--- src/rtl/fifo_rd_pkg.sv ---
// Shared types and constants for the FIFO read-side byte packer.
package fifo_rd_pkg;

  localparam int unsigned DW_DEF = 8;
  localparam int unsigned NB_DEF = 4;

  typedef enum logic [1:0] {
    ST_FILL  = 2'd0,
    ST_DRAIN = 2'd1,
    ST_OUT   = 2'd2
  } rd_state_e;

  // Width needed to hold a lane count in the range 0..nb
  function automatic int unsigned lane_idx_w(input int unsigned nb);
    return $clog2(nb + 1);
  endfunction

endpackage

--- src/rtl/rd_lane_reg.sv ---
// NB x DW lane bank: per-lane write enable, bulk clear, registered lane-valid mask.
module rd_lane_reg
  import fifo_rd_pkg::*;
#(
  parameter int unsigned DW = DW_DEF,
  parameter int unsigned NB = NB_DEF,
  parameter int unsigned CW = lane_idx_w(NB)
) (
  input  logic             clk,
  input  logic             rst,
  input  logic             wr_en_i,
  input  logic [CW-1:0]    wr_idx_i,
  input  logic [DW-1:0]    wr_data_i,
  input  logic             clr_i,
  output logic [DW*NB-1:0] data_o,
  output logic [NB-1:0]    keep_o
);

  logic [NB-1:0][DW-1:0] lane_q;
  logic [NB-1:0]         keep_q;
  logic [NB-1:0]         lane_we;

  always_comb begin
    lane_we = '0;
    for (int unsigned i = 0; i < NB; i++) begin
      lane_we[i] = wr_en_i && (wr_idx_i == CW'(i));
    end
  end

  // Lanes fill in index order, so keep stays contiguous from bit 0
  always_ff @(posedge clk or negedge rst) begin
    if (!rst) begin
      lane_q <= '0;
      keep_q <= '0;
    end else if (clr_i) begin
      lane_q <= '0;
      keep_q <= '0;
    end else begin
      for (int unsigned i = 0; i < NB; i++) begin
        if (lane_we[i]) begin
          lane_q[i] <= wr_data_i;
          keep_q[i] <= 1'b1;
        end
      end
    end
  end

  assign data_o = lane_q;
  assign keep_o = keep_q;

endmodule

--- src/rtl/fifo_rd_packer.sv ---
// Drains the byte FIFO and packs NB bytes into one wide word on a valid/ready port.
// Define FIFO_RD_CKSUM_EN to add the out_cksum port (running byte sum of the word).
module fifo_rd_packer
  import fifo_rd_pkg::*;
#(
  parameter int unsigned DW = DW_DEF,
  parameter int unsigned NB = NB_DEF
) (
  input  logic             clk,
  input  logic             rst,
  input  logic [DW-1:0]    fifo_dout,
  input  logic             fifo_empty,
  output logic             fifo_read,
  input  logic             flush,
  output logic [DW*NB-1:0] out_data,
  output logic [NB-1:0]    out_keep,
  output logic             out_valid,
  input  logic             out_ready
`ifdef FIFO_RD_CKSUM_EN
  ,
  output logic [DW-1:0]    out_cksum
`endif
);

  localparam int unsigned CW = lane_idx_w(NB);

  rd_state_e     state_q, state_d;
  logic [CW-1:0] cnt_q, cnt_d;
  logic          pend_q, pend_d;
  logic          valid_q, valid_d;
  logic [CW:0]   fill_lvl;
  logic          capture;
  logic          handshake;
  logic          rd;

  // Lanes already filled plus the byte still in flight from last cycle's pop
  assign fill_lvl = {1'b0, cnt_q} + (CW+1)'(pend_q);

  always_comb begin
    state_d   = state_q;
    cnt_d     = cnt_q;
    rd        = 1'b0;
    capture   = pend_q;
    handshake = 1'b0;
    case (state_q)
      ST_FILL: begin
        if (capture && (cnt_q == CW'(NB - 1))) begin
          state_d = ST_OUT;
        end else if (flush && (fill_lvl != '0)) begin
          state_d = pend_q ? ST_DRAIN : ST_OUT;
        end else begin
          rd = !fifo_empty && (fill_lvl < (CW+1)'(NB));
        end
      end
      ST_DRAIN: state_d = ST_OUT;
      ST_OUT: begin
        if (out_ready) begin
          handshake = 1'b1;
          state_d   = ST_FILL;
        end
      end
      default: state_d = ST_FILL;
    endcase
    if (capture) cnt_d = cnt_q + CW'(1);
    if (handshake) cnt_d = '0;
    pend_d  = rd;
    valid_d = (state_d == ST_OUT);
  end

  always_ff @(posedge clk or negedge rst) begin
    if (!rst) begin
      state_q <= ST_FILL;
      cnt_q   <= '0;
      pend_q  <= 1'b0;
      valid_q <= 1'b0;
    end else begin
      state_q <= state_d;
      cnt_q   <= cnt_d;
      pend_q  <= pend_d;
      valid_q <= valid_d;
    end
  end

  // Pop strobe is masked in reset so nothing leaves the FIFO while the lanes are cleared
  assign fifo_read = rst && rd;
  assign out_valid = valid_q;

  rd_lane_reg #(
    .DW(DW),
    .NB(NB),
    .CW(CW)
  ) u_lanes (
    .clk      (clk),
    .rst      (rst),
    .wr_en_i  (capture),
    .wr_idx_i (cnt_q),
    .wr_data_i(fifo_dout),
    .clr_i    (handshake),
    .data_o   (out_data),
    .keep_o   (out_keep)
  );

`ifdef FIFO_RD_CKSUM_EN
  logic [DW-1:0] cksum_q, cksum_d;

  always_comb begin
    cksum_d = cksum_q;
    if (handshake) cksum_d = '0;
    else if (capture) cksum_d = cksum_q + fifo_dout;
  end

  always_ff @(posedge clk or negedge rst) begin
    if (!rst) cksum_q <= '0;
    else cksum_q <= cksum_d;
  end

  assign out_cksum = cksum_q;
`endif

endmodule

--- config.mk ---
export PLATFORM = sky130hd
export DESIGN_NAME = fifo_rd_packer
export DESIGN_NICKNAME = d
export VERILOG_FILES = /design/src/rtl/fifo_rd_pkg.sv /design/src/rtl/rd_lane_reg.sv /design/src/rtl/fifo_rd_packer.sv
export SDC_FILE = /design/constraint.sdc
export NUM_CORES = 1
export LEC_CHECK = 0
export CAP_MARGIN = 10
export CORE_MARGIN = 2
export CORE_UTILIZATION = 25
export CTS_BUF_LIST = sky130_fd_sc_hd__clkbuf_8
export CTS_CLUSTER_SIZE = 10
export DETAILED_ROUTE_END_ITERATION = 10
export HOLD_SLACK_MARGIN = 0.06
export SKIP_CTS_REPAIR_TIMING = 1
export SLEW_MARGIN = 20
export SYNTH_ARGS = -nofsm -noshare
export SYNTH_HDL_FRONTEND = slang
export SYNTH_SLANG_ARGS = --single-unit
--- constraint.sdc ---
create_clock -name clk -period 2.18 [get_ports clk]
set_input_delay 0.654 -clock clk [delete_from_list [all_inputs] [get_ports clk]]
set_output_delay 0.654 -clock clk [all_outputs]
set_load 0.01 [all_outputs]
-- Yosys cells after proc, flatten, opt, wreduce, memory -nomap -nowiden
Index checks and enable logic that the tools add are counted.
W data, S select, Z words.
- bits in latches: 0
- memories: 0
- bits in read-only memories: 0
- RAM bits: 0
- register bits after elaboration: 43
- word-level logic and storage cells: 59
- magnitude comparators: 1
- add/subtract/negate cells: 2
- shift operators: 0
- equal/unequal tests: 6
- reductions and logical operators: 16
- div/mod/pow operators: 0
- multiplexer cells: 22
- bitwise logic cells: 0
- multipliers: 0
- operators with widths (operator ; number):
    $mux W32 ; 1
    $mux W8 ; 4
    $reduce_bool A2 Y1 ; 5
    $mux W1 ; 9
    $mux W2 ; 4
    $logic_and A1 B1 Y1 ; 7
    $eq A3 B2 Y1 const B ; 2
    $mux W3 ; 2
    $pmux W2 S3 ; 1
    $add A3 B1 Y4 ; 1
    $eq A2 B2 Y1 const B ; 2
    $lt A4 B3 Y1 const B ; 1
    $mux W4 ; 1
    $reduce_bool A4 Y1 ; 1
    $add A3 B1 Y3 const B ; 1
    $eq A3 B1 Y1 const B ; 1
    $logic_not A3 Y1 ; 1
    $eq A2 B1 Y1 const B ; 1
    $logic_not A2 Y1 ; 1
    $logic_not A1 Y1 ; 1

-- Depth between registers and ports, before layout
Gate-level depths: netlist of run 1.
- depth in word-level cells: 7
- gate-level depth with buffers: 6

-- Modules after synthesis
A second synthesis of run 1 with hierarchy kept.
- cells, all modules: 167
- area total of the unflattened synthesis: 2019.4 um^2
- modules (own cells, without submodules) (module ; seq. area each (um^2) ; area an instance (um^2) ; cells each ; instances):
    rd_lane_reg ; 900.9 ; 1602.8 ; 129 ; 1
    fifo_rd_packer ; 175.2 ; 416.6 ; 38 ; 1

-- Least setup slack after synthesis of run 1
OpenSTA, ideal clock, no wires.
- path kind: register -> output
- start: register cnt_q[0]
- end: output port fifo_read
- data arrival time: 1.487 ns
- cell stages (with the launch flop): 6
- slack: 0.039 ns
- buffers on the path: 0
- required time: 1.526 ns
- path through: dfrtp_1 ha_1 ha_1 a211oi_2 nand2_1 nor4b_2
- longest elaborated chain between the ends: 7
- RTL lines (what ; RTL line ; RTL):
    start: declaration ; fifo_rd_packer.sv:28 ; logic [CW-1:0] cnt_q, cnt_d;
    start signal: assignment ; fifo_rd_packer.sv:78 ; cnt_q <= cnt_d;
    $add A3 B1 Y4 ; fifo_rd_packer.sv:37 ; assign fill_lvl = {1'b0, cnt_q} + (CW+1)'(pend_q);
    $lt A4 B3 Y1 / $reduce_bool A4 Y1 (equally long branches) ; fifo_rd_packer.sv:52, fifo_rd_packer.sv:49 ;
    $logic_and A1 B1 Y1 (on tied branches) ; fifo_rd_packer.sv:52, fifo_rd_packer.sv:49 ;
    $mux W1 ; fifo_rd_packer.sv:49 ; end else if (flush && (fill_lvl != '0)) begin
    $mux W1 (*) ; fifo_rd_packer.sv:47 ; if (capture && (cnt_q == CW'(NB - 1))) begin
    $mux W1 (*) ; fifo_rd_packer.sv:45 ; case (state_q)
    $logic_and A1 B1 Y1 (*) ; fifo_rd_packer.sv:85 ; assign fifo_read = rst && rd;
    end: declaration ; fifo_rd_packer.sv:13 ; output logic fifo_read,
Every way passes the cells marked *; elsewhere a longest branch is shown, timed or not.

-- Worst setup path after layout of run 1
Ends and elaborated chain as after synthesis.

==> results.sh, run 1 <==
export IMPL_status="finished with violations"
export IMPL_violations="negative setup slack"
export IMPL_worstSetupStartpointType="flip-flop"
export IMPL_first_global_vias=1478
export IMPL_r2r_cells=7
export IMPL_critPathCaptureType="output port"
export IMPL_worst_pin_slew_ns=0.5611
export IMPL_wirelength_mm=4.548
export IMPL_path_clk_slew_ns=0.08
export IMPL_drt_iter0_drc=50
export IMPL_crit_path_max_fanout=4
export IMPL_core_mm2=0.007687
export IMPL_syn_area_per_cell_um2=11.29
export IMPL_io_buffers=50
export IMPL_clk_latency_ns=0.29
export IMPL_r2r_setup_slack_ns=0.60
export IMPL_leakage_uw=0.001376
export IMPL_finClkSkew_ns=0.009723
export IMPL_holdCritPathClass="input port to asynchronous set/reset pin"
export IMPL_slew_viol_final=0
export IMPL_gp_congestion=0.6987
export IMPL_first_pass_iters=4
export IMPL_area_growth_pct=41.53
export IMPL_slew_headroom=0.6259
export IMPL_syn_nets=194
export IMPL_min_period_ns=2.428
export IMPL_grt_antenna_before_repair=0
export IMPL_cts_tree="done"
export IMPL_die_area_mm2=0.008582
export IMPL_r2r_end="capture"
export IMPL_cts_root_buf="clkbuf_8"
export IMPL_ys_types=25
export IMPL_routedWlPerCell_um=13.38
export IMPL_antenna_left=0
export IMPL_required_ns=1.53
export IMPL_vdd_ir_drop_max_mv=0.3287
export IMPL_hpwl_mm=3.057
export IMPL_n_antenna_cell=0
export IMPL_power_density_mw_per_mm2=1092
export IMPL_synth_cell_area_mm2=0.001964
export IMPL_drc_errors=0
export IMPL_grt_max_degree=44
export IMPL_synthCells=174
export IMPL_htree_levels=2
export IMPL_ioPinCount=51
export IMPL_ys_warn_count=0
export IMPL_grt_pass1_wl_mm=7.458
export IMPL_mostFrequentLayoutCell="clkdlybuf4s50_1"
export IMPL_dp_cells=331
export IMPL_wl_met1_mm=2.190
export IMPL_final_cells=340
export IMPL_rsz0062_at_grt="yes"
export IMPL_rr_startpoint="cnt_q[0]"
export IMPL_cp_arrival_ns=1.77
export IMPL_vias=1443
export IMPL_wl_met3_um=192
export IMPL_nNetsFinal=257
export IMPL_cts_sinks=43
export IMPL_layout_setup_ws_ns=-0.2483
export IMPL_finish_utilization=0.3617
export IMPL_track_usage=0.1115
export IMPL_start_util=0.2555
export IMPL_worstSetupPathType="flip-flop to output port"
export IMPL_die_h_um=92.64
export IMPL_synth_seq_area_share=0.5478
export IMPL_finalCritPeriodShare=1.114
export IMPL_layout_common_cells="clkdlybuf4s50_1 (48), dfrtp_1 (43), nor2_1 (33)"
export IMPL_die_x_um=92.64
export IMPL_drive_above_1_share=0.1891
export IMPL_fmax_ghz=0.4118
export IMPL_clock_path_buffers=2
export IMPL_vias_per_cell=4.244
export IMPL_numCtsBuffers=5
export IMPL_holdWs_ns=0.4274
export IMPL_max_cap_violations=0
export IMPL_setup_violations=1
export IMPL_hold_viol_final=0
export IMPL_top_layer="met4"
export IMPL_synth_seq_cells=43
export IMPL_num_rows=32
export IMPL_setup_tns_ns=-0.2483
export IMPL_dr_wl_met2_mm=2.124
export IMPL_grt_overflow_total=0
routing by layer:
metal / track usage / vias to the layer above
li1: - / 702
met1: 0.1505 / 705
met2: 0.1764 / 31
met3: 0.02685 / 5
met4: 0.03676 / 0
met5: 0 / -
how the worst max path moves through the flow:
stage / startpoint / end
final: cnt_q[0] / fifo_read
after global routing: cnt_q[0] / fifo_read
after CTS: cnt_q[0] / fifo_read
after detailed placement: flush / fifo_read
after global placement: flush / fifo_read
after floorplan: cnt_q[0] / fifo_read
critical path, stage by stage (launching register included):
cell,delay [ns]
dfrtp_1,0.42
ha_2,0.20
ha_4,0.16
a211oi_4,0.24
nand2_2,0.09
nor4b_2,0.20
buf_2,0.16
cell families (layout without fill, tap and decap cells):
logic type / count (synthesis) / after routing / synth area share
AO/OA/AOI/OAI: 19 / 19 / 0.07771
XOR/XNOR: 1 / 1 / 0.004459
adder cells (fa/ha/maj): 7 / 7 / 0.04458
buffers and inverters: 15 / 79 / 0.05095
flip-flops: 43 / 43 / 0.5478
multiplexers: 25 / 25 / 0.1274
AND/OR/NAND/NOR: 64 / 64 / 0.1471
cell type report:
cell class                 count  area (um^2)
tap                          102        127.6
timing repair buffer          65        615.6
inverter                       6        22.52
fill                         796         4907
clock inverter                 1        7.507
multi-input combinational    116        834.6
clock buffer                   7        96.34
sequential                    43         1076
through the flow:
stage          power [uW]  setup WS, ns  area (um^2)
4_1_cts              3013       -0.8336         2736
6_report             3037       -0.2483         2780
2_1_floorplan        1799       0.03879         1964
5_1_grt              3254       -0.3220         2780
3_3_place_gp         2411       -0.5254         2633
3_5_place_dp         2433       -0.5403         2633
power breakdown:
part	total, uW	internal [uW]	switching [uW]
Combinational	1360	725	632
Sequential	1110	1000	112
Clock	567	288	278
Total	3040	2010	1020
state kept, by name, summed over array words and instances (netlist names):
signal / cells
cnt_q: 3
out_valid: 1
state_q: 2
capture: 1
u_lanes.keep_o: 4
u_lanes.data_o: 32
synthesized netlist by cell type:
cell type / instances / share of area
a211oi_1: 1 / 0.0038
inv_1: 6 / 0.011
and3_1: 1 / 0.0032
a211oi_2: 1 / 0.0064
xnor2_1: 1 / 0.0045
nand2_1: 20 / 0.038
mux2i_1: 25 / 0.13
nand2b_1: 1 / 0.0032
o21a_1: 1 / 0.0038
dfrtp_1: 43 / 0.55
nor2_1: 33 / 0.063
a21oi_1: 3 / 0.0076
o31a_1: 1 / 0.0045
ha_1: 7 / 0.045
nand3b_2: 3 / 0.017
a211o_1: 2 / 0.0089
nor2_2: 1 / 0.0032
and2_1: 2 / 0.0064
buf_4: 3 / 0.011
nor3_1: 2 / 0.0051
buf_2: 2 / 0.0051
a21oi_2: 9 / 0.040
nor4b_2: 1 / 0.0076
buf_6: 4 / 0.023
o21ai_0: 1 / 0.0025
(Power assumes the default switching activity.)
==> run 2: changes to the inputs <==
==> constraint.sdc (replaced) <==
create_clock -name clk -period 2.18 [get_ports clk]
set_input_delay 0.654 -clock clk [delete_from_list [all_inputs] [get_ports clk]]
set_output_delay 0.654 -clock clk [all_outputs]
set_load 0.1 [all_outputs]
==> run 2 against run 1 <==
  * The run still ends with negative setup slack left
  * Worst setup slack got worse by 0.15 ns
  * First-iteration DRC count shrank 40%
  * Largest cell class unchanged
  * Routed wire length increased by 1.7%
  * Sequential cell count stayed put
  * Sequential power is essentially flat
  * Power increased by 33%
  * Worst hold slack better by 0.091 ns
==> results.sh, run 2 (synthesis results as in run 1) <==
export IMPL_required_ns=1.53
export IMPL_wirelength_mm=4.626
export IMPL_die_x_um=92.64
export IMPL_layout_common_cells="dfrtp_1 (43), buf_4 (43), nor2_1 (33)"
export IMPL_slew_headroom=0.6359
export IMPL_cts_sinks=43
export IMPL_vdd_ir_drop_max_mv=0.5738
export IMPL_vias_per_cell=4.194
export IMPL_slew_viol_final=0
export IMPL_nNetsFinal=252
export IMPL_clock_path_buffers=2
export IMPL_dp_cells=327
export IMPL_path_clk_slew_ns=0.08
export IMPL_die_h_um=92.64
export IMPL_core_mm2=0.007687
export IMPL_cts_root_buf="clkbuf_8"
export IMPL_numCtsBuffers=5
export IMPL_r2r_setup_slack_ns=0.62
export IMPL_hold_viol_final=0
export IMPL_grt_overflow_total=0
export IMPL_htree_levels=2
export IMPL_violations="negative setup slack"
export IMPL_area_growth_pct=36.37
export IMPL_setup_violations=1
export IMPL_gp_congestion=0.6689
export IMPL_leakage_uw=0.001433
export IMPL_max_cap_violations=0
export IMPL_first_global_vias=1419
export IMPL_layout_setup_ws_ns=-0.3973
export IMPL_worstSetupPathType="flip-flop to output port"
export IMPL_io_buffers=50
export IMPL_largest_reg_flops=32
export IMPL_fmax_ghz=0.3880
export IMPL_hold_depth=2
export IMPL_r2r_cells=6
export IMPL_rr_startpoint="cnt_q[0]"
export IMPL_grt_max_degree=44
export IMPL_ioPinCount=51
export IMPL_whs_endpoint="u_lanes.keep_o[0]"
export IMPL_worstSetupStartpointType="flip-flop"
export IMPL_cts_tree="done"
export IMPL_worst_pin_slew_ns=0.5462
export IMPL_num_rows=32
export IMPL_grt_antenna_before_repair=0
export IMPL_n_antenna_cell=0
export IMPL_finalCritPeriodShare=1.182
export IMPL_r2r_end="out_valid"
export IMPL_grt_pass1_wl_mm=7.548
export IMPL_min_from="u_lanes.keep_o[0]"
export IMPL_drive_above_1_share=0.3219
export IMPL_power_density_mw_per_mm2=1503
export IMPL_holdCritPathClass="flip-flop to flip-flop"
export IMPL_dpl_cell_area_mm2=0.002584
export IMPL_drt_iter0_drc=30
export IMPL_critPathCaptureType="output port"
export IMPL_rsz0062_at_grt="yes"
export IMPL_clk_latency_ns=0.29
export IMPL_finalInstanceArea_mm2=0.002679
export IMPL_hpwl_mm=3.196
export IMPL_start_util=0.2555
export IMPL_die_area_mm2=0.008582
export IMPL_vias=1405
export IMPL_cp_arrival_ns=1.92
export IMPL_crit_path_max_fanout=3
export IMPL_min_period_ns=2.577
export IMPL_dp_slack_ns=-0.3368
export IMPL_finalPower_uw=4026
export IMPL_status="finished with violations"
export IMPL_setup_tns_ns=-0.3973
export IMPL_final_fill_count=806
export IMPL_drc_errors=0
export IMPL_routedWlPerCell_um=13.81
export IMPL_final_cells=335
export IMPL_finClkSkew_ns=0.004282
export IMPL_track_usage=0.1144
export IMPL_first_pass_iters=4
export IMPL_antenna_left=0
==> run 2: cell types whose count changed in the layout (fill, tap and decap cells not counted), sizes merged <==
cell           before  now
clkdlybuf4s50      48   11
buf                17   49
inv                 6    7
clkbuf              7    5
clkinv              0    1
==> run 2: worst max-delay path: stages (launching register included) <==
cell and delay, ns:
dfrtp_1 0.41, ha_2 0.19, ha_4 0.16, a211oi_4 0.26, nand2_2 0.12, nor4b_4 0.27
buf_12 0.21
==> run 2: power by group <==
group,total [uW],internal (uW),switching [uW]
Combinational,2410,633,1780
Sequential,1120,1000,124
Clock,493,219,273
==> run 2: per-stage QoR <==
stage / hold WS [ns] / utilization
floorplan: 0.3584 / -
global placement: 0.5029 / 0.3361
detailed placement: 0.5021 / 0.3361
CTS: 0.5230 / 0.3472
global route: 0.5500 / 0.3485
finish: 0.5180 / 0.3485
==> run 2: worst max path at each step <==
stage | from | to | slack (ns) | cells past startpoint
after floorplan | cnt_q[1] | fifo_read | -0.70 | 5
after global placement | flush | fifo_read | -0.33 | 5
after detailed placement | flush | fifo_read | -0.34 | 5
after CTS | cnt_q[0] | fifo_read | -0.53 | 6
after global routing | cnt_q[0] | fifo_read | -0.50 | 6
final | cnt_q[0] | fifo_read | -0.40 | 6
==> run 2: routing by layer <==
metal | GRT usage | vias to the layer above | share of wire | wire (um)
li1 | - | 688 | - | -
met1 | 0.1612 | 673 | 0.48 | 2235
met2 | 0.1740 | 39 | 0.45 | 2068
met3 | 0.03092 | 5 | 0.059 | 273
met4 | 0.03064 | 0 | 0.010 | 48
met5 | 0 | - | 0 | 0
==> run 2: area by class of cell <==
class                           count  area [um^2]  area share
Tap cell                          102        127.6     0.04764
Sequential cell                    43         1076      0.4017
Clock buffer                        5        68.82     0.02569
Timing Repair Buffer               60        538.0      0.2008
Inverter                            6        22.52    0.008407
Clock inverter                      3        16.27    0.006072
Multi-Input combinational cell    116        829.5      0.3097
==> run 3: changes to the inputs <==
--- a/config.mk
+++ b/config.mk
@@ -6,11 +6,12 @@
 export NUM_CORES = 1
 export LEC_CHECK = 0
 export CAP_MARGIN = 10
-export CORE_MARGIN = 2
+export CORE_MARGIN = 8
 export CORE_UTILIZATION = 25
 export CTS_BUF_LIST = sky130_fd_sc_hd__clkbuf_8
 export CTS_CLUSTER_SIZE = 10
 export DETAILED_ROUTE_END_ITERATION = 10
+export DONT_BUFFER_PORTS = 1
 export HOLD_SLACK_MARGIN = 0.06
 export SKIP_CTS_REPAIR_TIMING = 1
 export SLEW_MARGIN = 20
==> run 3 against run 2 <==
  * Critical path type unchanged
  * Sequential cell count unchanged
  * Via count down 2.8%
  * Critical path depth unchanged
  * Non-clock buffer count down 11
  * Power down 0.96%
  * Clock power up 2%
  * Sequential share of layout area up 2.1 points
  * Worst setup slack worse by 0.060 ns
  * Routed wire length up 5.8%
  * Global-route usage down 2.5 points
  * Combinational power about the same
  * Final cell count down 3.6%
  * The flow still finishes with violations (negative setup slack)
  * Critical endpoint unchanged
==> results.sh, run 3 (synthesis results as in run 1) <==
export IMPL_status="finished with violations"
export IMPL_violations="negative setup slack"
export IMPL_wirelength_mm=4.896
export IMPL_core_mm2=0.007687
export IMPL_grt_overflow_total=0
export IMPL_required_ns=1.53
export IMPL_mostFrequentLayoutCell="buf_4"
export IMPL_slew_viol_final=0
export IMPL_drc_errors=0
export IMPL_worstSetupStartpointType="flip-flop"
export IMPL_finalCritPeriodShare=1.210
export IMPL_cts_tree="done"
export IMPL_num_rows=32
export IMPL_area_growth_pct=29.49
export IMPL_first_global_vias=1412
export IMPL_slew_headroom=0.6843
export IMPL_clk_latency_ns=0.28
export IMPL_hold_viol_final=0
export IMPL_r2r_cells=7
export IMPL_fmax_ghz=0.3791
export IMPL_final_fill_count=781
export IMPL_rsz0062_at_grt="yes"
export IMPL_drt_iter0_drc=43
export IMPL_setup_tns_ns=-0.4575
export IMPL_largest_reg_flops=32
export IMPL_die_x_um=104.6
export IMPL_crit_path_max_fanout=4
export IMPL_finalPower_uw=3988
export IMPL_min_period_ns=2.638
export IMPL_numCtsBuffers=5
export IMPL_grt_max_degree=45
export IMPL_htree_levels=2
export IMPL_finClkSkew_ns=0.004839
export IMPL_antenna_left=0
export IMPL_die_area_mm2=0.01095
export IMPL_grt_pass1_wl_mm=7.776
export IMPL_worst_pin_slew_ns=0.4735
export IMPL_worstSetupPathType="flip-flop to output port"
export IMPL_dp_cells=314
export IMPL_nNetsFinal=241
export IMPL_cts_root_buf="clkbuf_8"
export IMPL_final_cells=323
export IMPL_vdd_ir_drop_max_mv=0.6649
export IMPL_vias_per_cell=4.229
export IMPL_r2r_setup_slack_ns=0.43
export IMPL_drive_above_1_share=0.3394
export IMPL_track_usage=0.08920
export IMPL_setup_violations=1
export IMPL_cp_endpoint="fifo_read"
export IMPL_vias=1366
export IMPL_start_util=0.2555
export IMPL_routedWlPerCell_um=15.16
export IMPL_clock_path_buffers=2
export IMPL_io_buffers=0
export IMPL_max_cap_violations=0
export IMPL_cts_sinks=43
export IMPL_layout_common_cells="buf_4 (47), dfrtp_1 (43), nor2_1 (33)"
export IMPL_dpl_cell_area_mm2=0.002411
export IMPL_finalInstanceArea_mm2=0.002544
export IMPL_leakage_uw=0.001389
export IMPL_finish_utilization=0.3309
export IMPL_n_antenna_cell=0
export IMPL_ioPinCount=51
export IMPL_power_density_mw_per_mm2=1568
export IMPL_grt_antenna_before_repair=0
export IMPL_hpwl_mm=3.442
export IMPL_holdCritPathClass="input port to asynchronous set/reset pin"
export IMPL_die_h_um=104.6
export IMPL_first_pass_iters=4
export IMPL_path_clk_slew_ns=0.08
export IMPL_cp_arrival_ns=1.98
export IMPL_rr_startpoint="cnt_q[0]"
export IMPL_r2r_end="u_lanes.data_o[3]"
export IMPL_startpoint="cnt_q[0]"
export IMPL_layout_setup_ws_ns=-0.4575
export IMPL_critPathCaptureType="output port"
export IMPL_gp_congestion=0.7447
[run 3: stage by stage]
step / worst slack, ns / hold slack, ns
after floorplan: -0.7042 / 0.3584
after global placement: -0.1344 / 0.3605
after detailed placement: -0.2228 / 0.3604
after CTS: -0.5652 / 0.03582
after global routing: -0.5129 / 0.1970
final: -0.4575 / 0.1989
[run 3: layout make-up]
class	instances	area, um^2	area share
timing repair buffer	49	400.4	0.1574
inverter	6	22.52	0.008854
clock buffer	6	82.58	0.03246
sequential	43	1076	0.4230
multi-input combinational	116	829.5	0.3261
clock inverter	1	5.005	0.001968
tap	102	127.6	0.05017
[run 3: worst min path at each step]
| stage | start | end |
|---|---|---|
| 2_1_floorplan | rst | capture |
| 3_3_place_gp | rst | state_q[0] |
| 3_5_place_dp | rst | capture |
| 4_1_cts | rst | u_lanes.data_o[21] |
| 5_1_grt | rst | u_lanes.data_o[22] |
| 6_report | rst | u_lanes.data_o[4] |
[run 3: where the power goes]
part / switching [uW] / leakage (uW) / internal, uW
Sequential: 94.3 / 0.000587 / 999
Clock: 257 / 0.0000470 / 249
Combinational: 1800 / 0.000756 / 589
Total: 2150 / 0.00139 / 1840
[run 3: critical path, cell delays in order, from the launching register on]
cell,delay (ns)
dfrtp_1,0.42
ha_2,0.20
ha_1,0.29
o21ai_1,0.17
nand2_2,0.10
nor4b_4,0.30
buf_12,0.22
[run 3: routing by layer]
layer / vias up / wire (um) / GRT usage / share of wire
li1: 671 / - / - / -
met2: 37 / 2295 / 0.1416 / 0.47
met3: 7 / 354 / 0.03501 / 0.072
met4: 0 / 51 / 0.02752 / 0.010
met1: 651 / 2194 / 0.1090 / 0.45
met5: - / 0 / 0 / 0
==> patch 1 (settings of run 3) <==
`DW_DEF`: 8 -> 6.
--- a/src/rtl/fifo_rd_pkg.sv
+++ b/src/rtl/fifo_rd_pkg.sv
@@ -1,7 +1,7 @@
 // Shared types and constants for the FIFO read-side byte packer.
 package fifo_rd_pkg;
 
-  localparam int unsigned DW_DEF = 8;
+  localparam int unsigned DW_DEF = 6;
   localparam int unsigned NB_DEF = 4;
 
   typedef enum logic [1:0] {
Interface: changed (resized fifo_dout and out_data); port bits go from 51 to 41. The function was not compared with the original's and may differ.
==> patch 1 against run 3 <==
The run still ends with negative setup slack left; power is 12% lower; clock skew is 6.1 ps higher; sequential cell count is 8 lower; sequential power is 18% lower; first-iteration DRC count is 67% higher; routed wire length is 19% lower; worst hold slack worse by 14 ps; register-to-register slack better by 130 ps; setup slack better by 92 ps; combinational power is 15% lower; synthesized area is 18% lower; final area is 16% lower; critical path type unchanged; critical endpoint unchanged.
==> patch 1: results (changes against run 3) <==
stage,metric,value,unit,change
pwr,Clk. pwr,0.591,mW,+17%
critical_path,Worst Path Max Fanout,4,,unchanged
sta,setup TNS,-365,ps,+92.3 ps
drt,1st-pass router iterations,4,,unchanged
synth,Synth area leaders,"dfrtp_1 (54%), mux2i_1 (12%), nor2_1 (6.3%)",,
global_route,pin count of the biggest net entering global routing,37,,-18%
synth,mean post-synth cell area,10.9,um2,-3.0%
critical_path,"CP delay by family, top",flip-flops,,
clocking,Bufs on Longest Clock Path,2,,unchanged
synth,"Async S/R FF share, synth",1.00,,unchanged
critical_path,slowest CP cell,dfrtp_2,,
final_layout,antenna cells,0,,unchanged
placed_design,post-placement cell count,255,,-19%
final_layout,max reg flops,24,,-25%
critical_path,Worst Path Arrival,1890,ps,-90 ps
global_route,gr usage total,0.0889,,-0.000262
global_route,initial antenna violation count,0,,unchanged
pwr,NetSw,1.82,mW,-15%
pwr,Leak Pwr,1.15,nW,-17%
synth,Syn Nets,165,,-15%
synth,post-synthesis sequential area ratio,0.544,,-0.00345
synth,Compound-Gate Fraction of Synth Area,0.0778,,about the same
placed_design,Final Wtd Congestion,0.740,,-0.68%
outcome,violated checks,negative setup slack,,
placed_design,pre-CTS WS,-247,ps,-24.0 ps
synth,Synth Flop Type,dfrtp_1,,
sta,skew final,10.9,ps,+6.07 ps
synth,post-synthesis mux area share,0.118,,-0.00919
drt,WL final,3950,um,-19%
global_route,first-pass GRT wire length,6220,um,-20%
min_path,Worst Hold Class,in2async,,
synth,"top cells by count, synth","dfrtp_1 (35), nor2_1 (27), mux2i_1 (19), a21oi_1 (10), nand2_1 (9)",,
synth,Netlist cell types,26,,+4.0%
pwr,Int Pwr,1.70,mW,-7.5%
sta,Slew HR,0.651,,-0.0333
sta,setup violators final,1,,unchanged
final_layout,nets@finish,205,,-15%
sta,worst setup margin,-365,ps,+92.3 ps
synth,adder-cell share of the synthesized area,0.0544,,+0.00985
pwr,Peak VDD IR,0.684,mV,+2.9%
outcome,outcome,finished with violations,,
placed_design,Placement Cell Area,1980,um2,-18%
drt,DR WL/cell,14.9,um,-1.7%
clocking,H-tree levels,2,,unchanged
pwr,Reg power frac,0.255,,-0.019
drt,starting DRC count in detailed routing,72,,+67%
global_route,number of global-route vias before repair,1227,,-13%
drt,post-DR vias/cell,4.38,,+3.6%
placed_design,HPWL after DPL,2800,um,-19%
synth,Post-Synth XOR/XNOR Area,0.00544,,+0.000985
final_layout,layout cells sized above 1,0.319,,-0.0202
clocking,Clock Root Buffer,clkbuf_8,,
run,Max Cap Viol,0,,unchanged
final_layout,FILL cells,629,,-19%
-- patch 1: area by class of cell --
type                    count  area, um2  area share
clock buffers               5       68.8      0.0321
inverters                   6       22.5      0.0105
clock inverters             3       43.8      0.0205
multi-input cells          97        692       0.323
repair buffers             42        340       0.159
well taps                  77       96.3      0.0450
flip-flops and latches     35        877       0.410
-- patch 1: per-layer routing --
layer	routed length [um]	track usage
met2	1940	0.138
met3	263	0.0320
met5	0	0
met1	1690	0.110
met4	50	0.0346
-- patch 1: final timing paths --
kind / from / end / slack [ps] / depth (start not counted)
max: cnt_q[1] / fifo_read / -370 / 6
min: rst / u_lanes.keep_o[1] / 190 / 1
max reg2reg: cnt_q[0] / u_lanes.data_o[13] / 560 / 6
min reg2reg: u_lanes.keep_o[3] / u_lanes.keep_o[3] / 510 / 2
max in group asynchronous: rst / cnt_q[1] / 1790 / 1
min in group clk: fifo_empty / capture / 450 / 1
==> patch 2 (config.mk and constraints of run 3) <==
Without the edit above. The 3 states of `rd_state_e` get a one-hot encoding in 3 bits.
--- a/src/rtl/fifo_rd_pkg.sv
+++ b/src/rtl/fifo_rd_pkg.sv
@@ -4,10 +4,10 @@
   localparam int unsigned DW_DEF = 8;
   localparam int unsigned NB_DEF = 4;
 
-  typedef enum logic [1:0] {
-    ST_FILL  = 2'd0,
-    ST_DRAIN = 2'd1,
-    ST_OUT   = 2'd2
+  typedef enum logic [2:0] {
+    ST_FILL  = 3'b001,
+    ST_DRAIN = 3'b010,
+    ST_OUT   = 3'b100
   } rd_state_e;
 
   // Width needed to hold a lane count in the range 0..nb
Function: no difference found for any inputs over 10 cycles, from zero or initial values and one cycle with rst low; not proved beyond that.
==> patch 2 against run 3 <==
The run still ends with negative setup slack left; count of clock-buffer cells in the layout stayed put; sequential cell count up 1; final area rose by 2.5%; synthesized area fell by 0.13%; via count is 20% higher; global-route usage grew 1.3 points; critical path depth stayed put; setup slack gained 84 ps; routed wire length rose by 16%.
Power is left out: the tool's default activity adds up to more than one toggle a clock period on the data nets, which glitch-free logic cannot reach.
==> patch 2: results (changes against run 3) <==
stage,metric,value,unit,change
global_route,number of global-route vias before repair,1607,,+14%
min_path,Worst Hold Class,in2async,,
placed_design,post-placement cell count,350,,+11%
placed_design,Port Buffer Count,0,,unchanged
synth,post-synthesis sequential area ratio,0.562,,+0.0141
clocking,CTS buffer count,5,,unchanged
synth,Netlist cell types,28,,+12%
critical_path,Worst Path Max Fanout,3,,-1
final_layout,antenna cells,0,,unchanged
synth,Syn Nets,227,,+17%
critical_path,Setup crit start,cnt_q[0],,
drt,1st-pass router iterations,4,,unchanged
drt,post-DR vias/cell,4.56,,+7.8%
sta,Slew HR,0.724,,+0.0399
drt,starting DRC count in detailed routing,24,,-44%
final_layout,max reg flops,32,,unchanged
critical_path,"CP delay by family, top",simple AND/OR/NAND/NOR gates,,
synth,"Async S/R FF share, synth",1.00,,unchanged
clocking,Clock Root Buffer,clkbuf_8,,
final_layout,layout cells sized above 1,0.307,,-0.0320
critical_path,Slowest Stage Delay on Critical Path,410,ps,
clocking,H-tree levels,2,,unchanged
critical_path,Worst Path Arrival,1900,ps,-80 ps
critical_path,slowest CP cell,dfrtp_1,,
global_route,first-pass GRT wire length,8800,um,+13%
placed_design,HPWL after DPL,4020,um,+17%
final_layout,nets@finish,276,,+15%
global_route,pin count of the biggest net entering global routing,46,,+2.2%
synth,Post-Syn Instances,207,,+19%
clocking,Bufs on Longest Clock Path,2,,unchanged
sta,skew final,8.05,ps,+3.21 ps
global_route,initial antenna violation count,0,,unchanged
drt,WL final,5680,um,+16%
drt,DR WL/cell,15.8,um,+4.4%
clocking,Worst-Skew Late Latency,290,ps,
outcome,violated checks,negative setup slack,,
placed_design,Final Wtd Congestion,0.754,,+1.3%
clocking,"Reg clk slew, reported paths",80,ps,about the same
global_route,gr usage total,0.102,,+0.0127
sta,setup TNS,-373,ps,+84.2 ps
synth,Synth area leaders,"dfrtp_1 (55%), a21oi_1 (8.9%), nand2_1 (8.6%)",,
synth,synth warn,0,,unchanged
outcome,outcome,finished with violations,,
synth,Synth Flop Type,dfrtp_1,,
sta,worst setup margin,-373,ps,+84.2 ps
sta,setup violators final,1,,unchanged
synth,"top cells by count, synth","nand2_1 (45), dfrtp_1 (43), a21oi_1 (35), nand3_1 (24), nor2_1 (10)",,
==> patch 2: routing by layer <==
layer	wire (um)	global-route usage	up-vias	share of wire
li1	-	-	800	-
met1	2260	0.117	790	0.40
met2	2870	0.172	41	0.51
met3	486	0.0412	6	0.086
met4	62	0.0275	0	0.011
met5	0	0	-	0
==> patch 2: cells by family after synthesis <==
logic type | share of synthesized area
compound gates | 0.132
xor+xnor | 0.00447
fa+ha+maj | 0.0446
buf+inv | 0.0319
flops | 0.562
mux | 0.00510
simple gates | 0.220
==> patch 2: area by class of cell <==
cell class | count | area (um2)
fill | 776 | 5040
clock buffer | 6 | 82.6
tap | 102 | 128
clock inverter | 2 | 10.0
inverter | 3 | 11.3
multi-input combinational | 148 | 848
sequential | 44 | 1100
timing repair buffer | 54 | 425
==> patch 2: worst paths after layout <==
check                                     end  slack [ps]  cells past startpoint
setup / recovery                    fifo_read        -370                      6
setup reg to reg                    out_valid         330                      7
hold reg to reg             u_lanes.data_o[5]         520                      2
min in group clk           u_lanes.data_o[26]         480                      2
hold / removal                        capture         190                      1
max in group asynchronous   u_lanes.keep_o[1]        1770                      1
==> patch 2: worst reg2reg max path, stage by stage (launching register included) <==
cell	delay (ps)
dfrtp_1	380
ha_2	200
ha_2	190
and2_4	140
a21oi_2	50
buf_4	140
or4b_4	480
a31oi_1	190
==> patch 2: stage by stage <==
| stage | area [um2] | setup WS [ps] |
|---|---|---|
| floorplan | 1970 | -88.5 |
| global placement | 2450 | -109 |
| detailed placement | 2450 | -107 |
| CTS | 2550 | -446 |
| global route | 2610 | -459 |
| finish | 2610 | -373 |
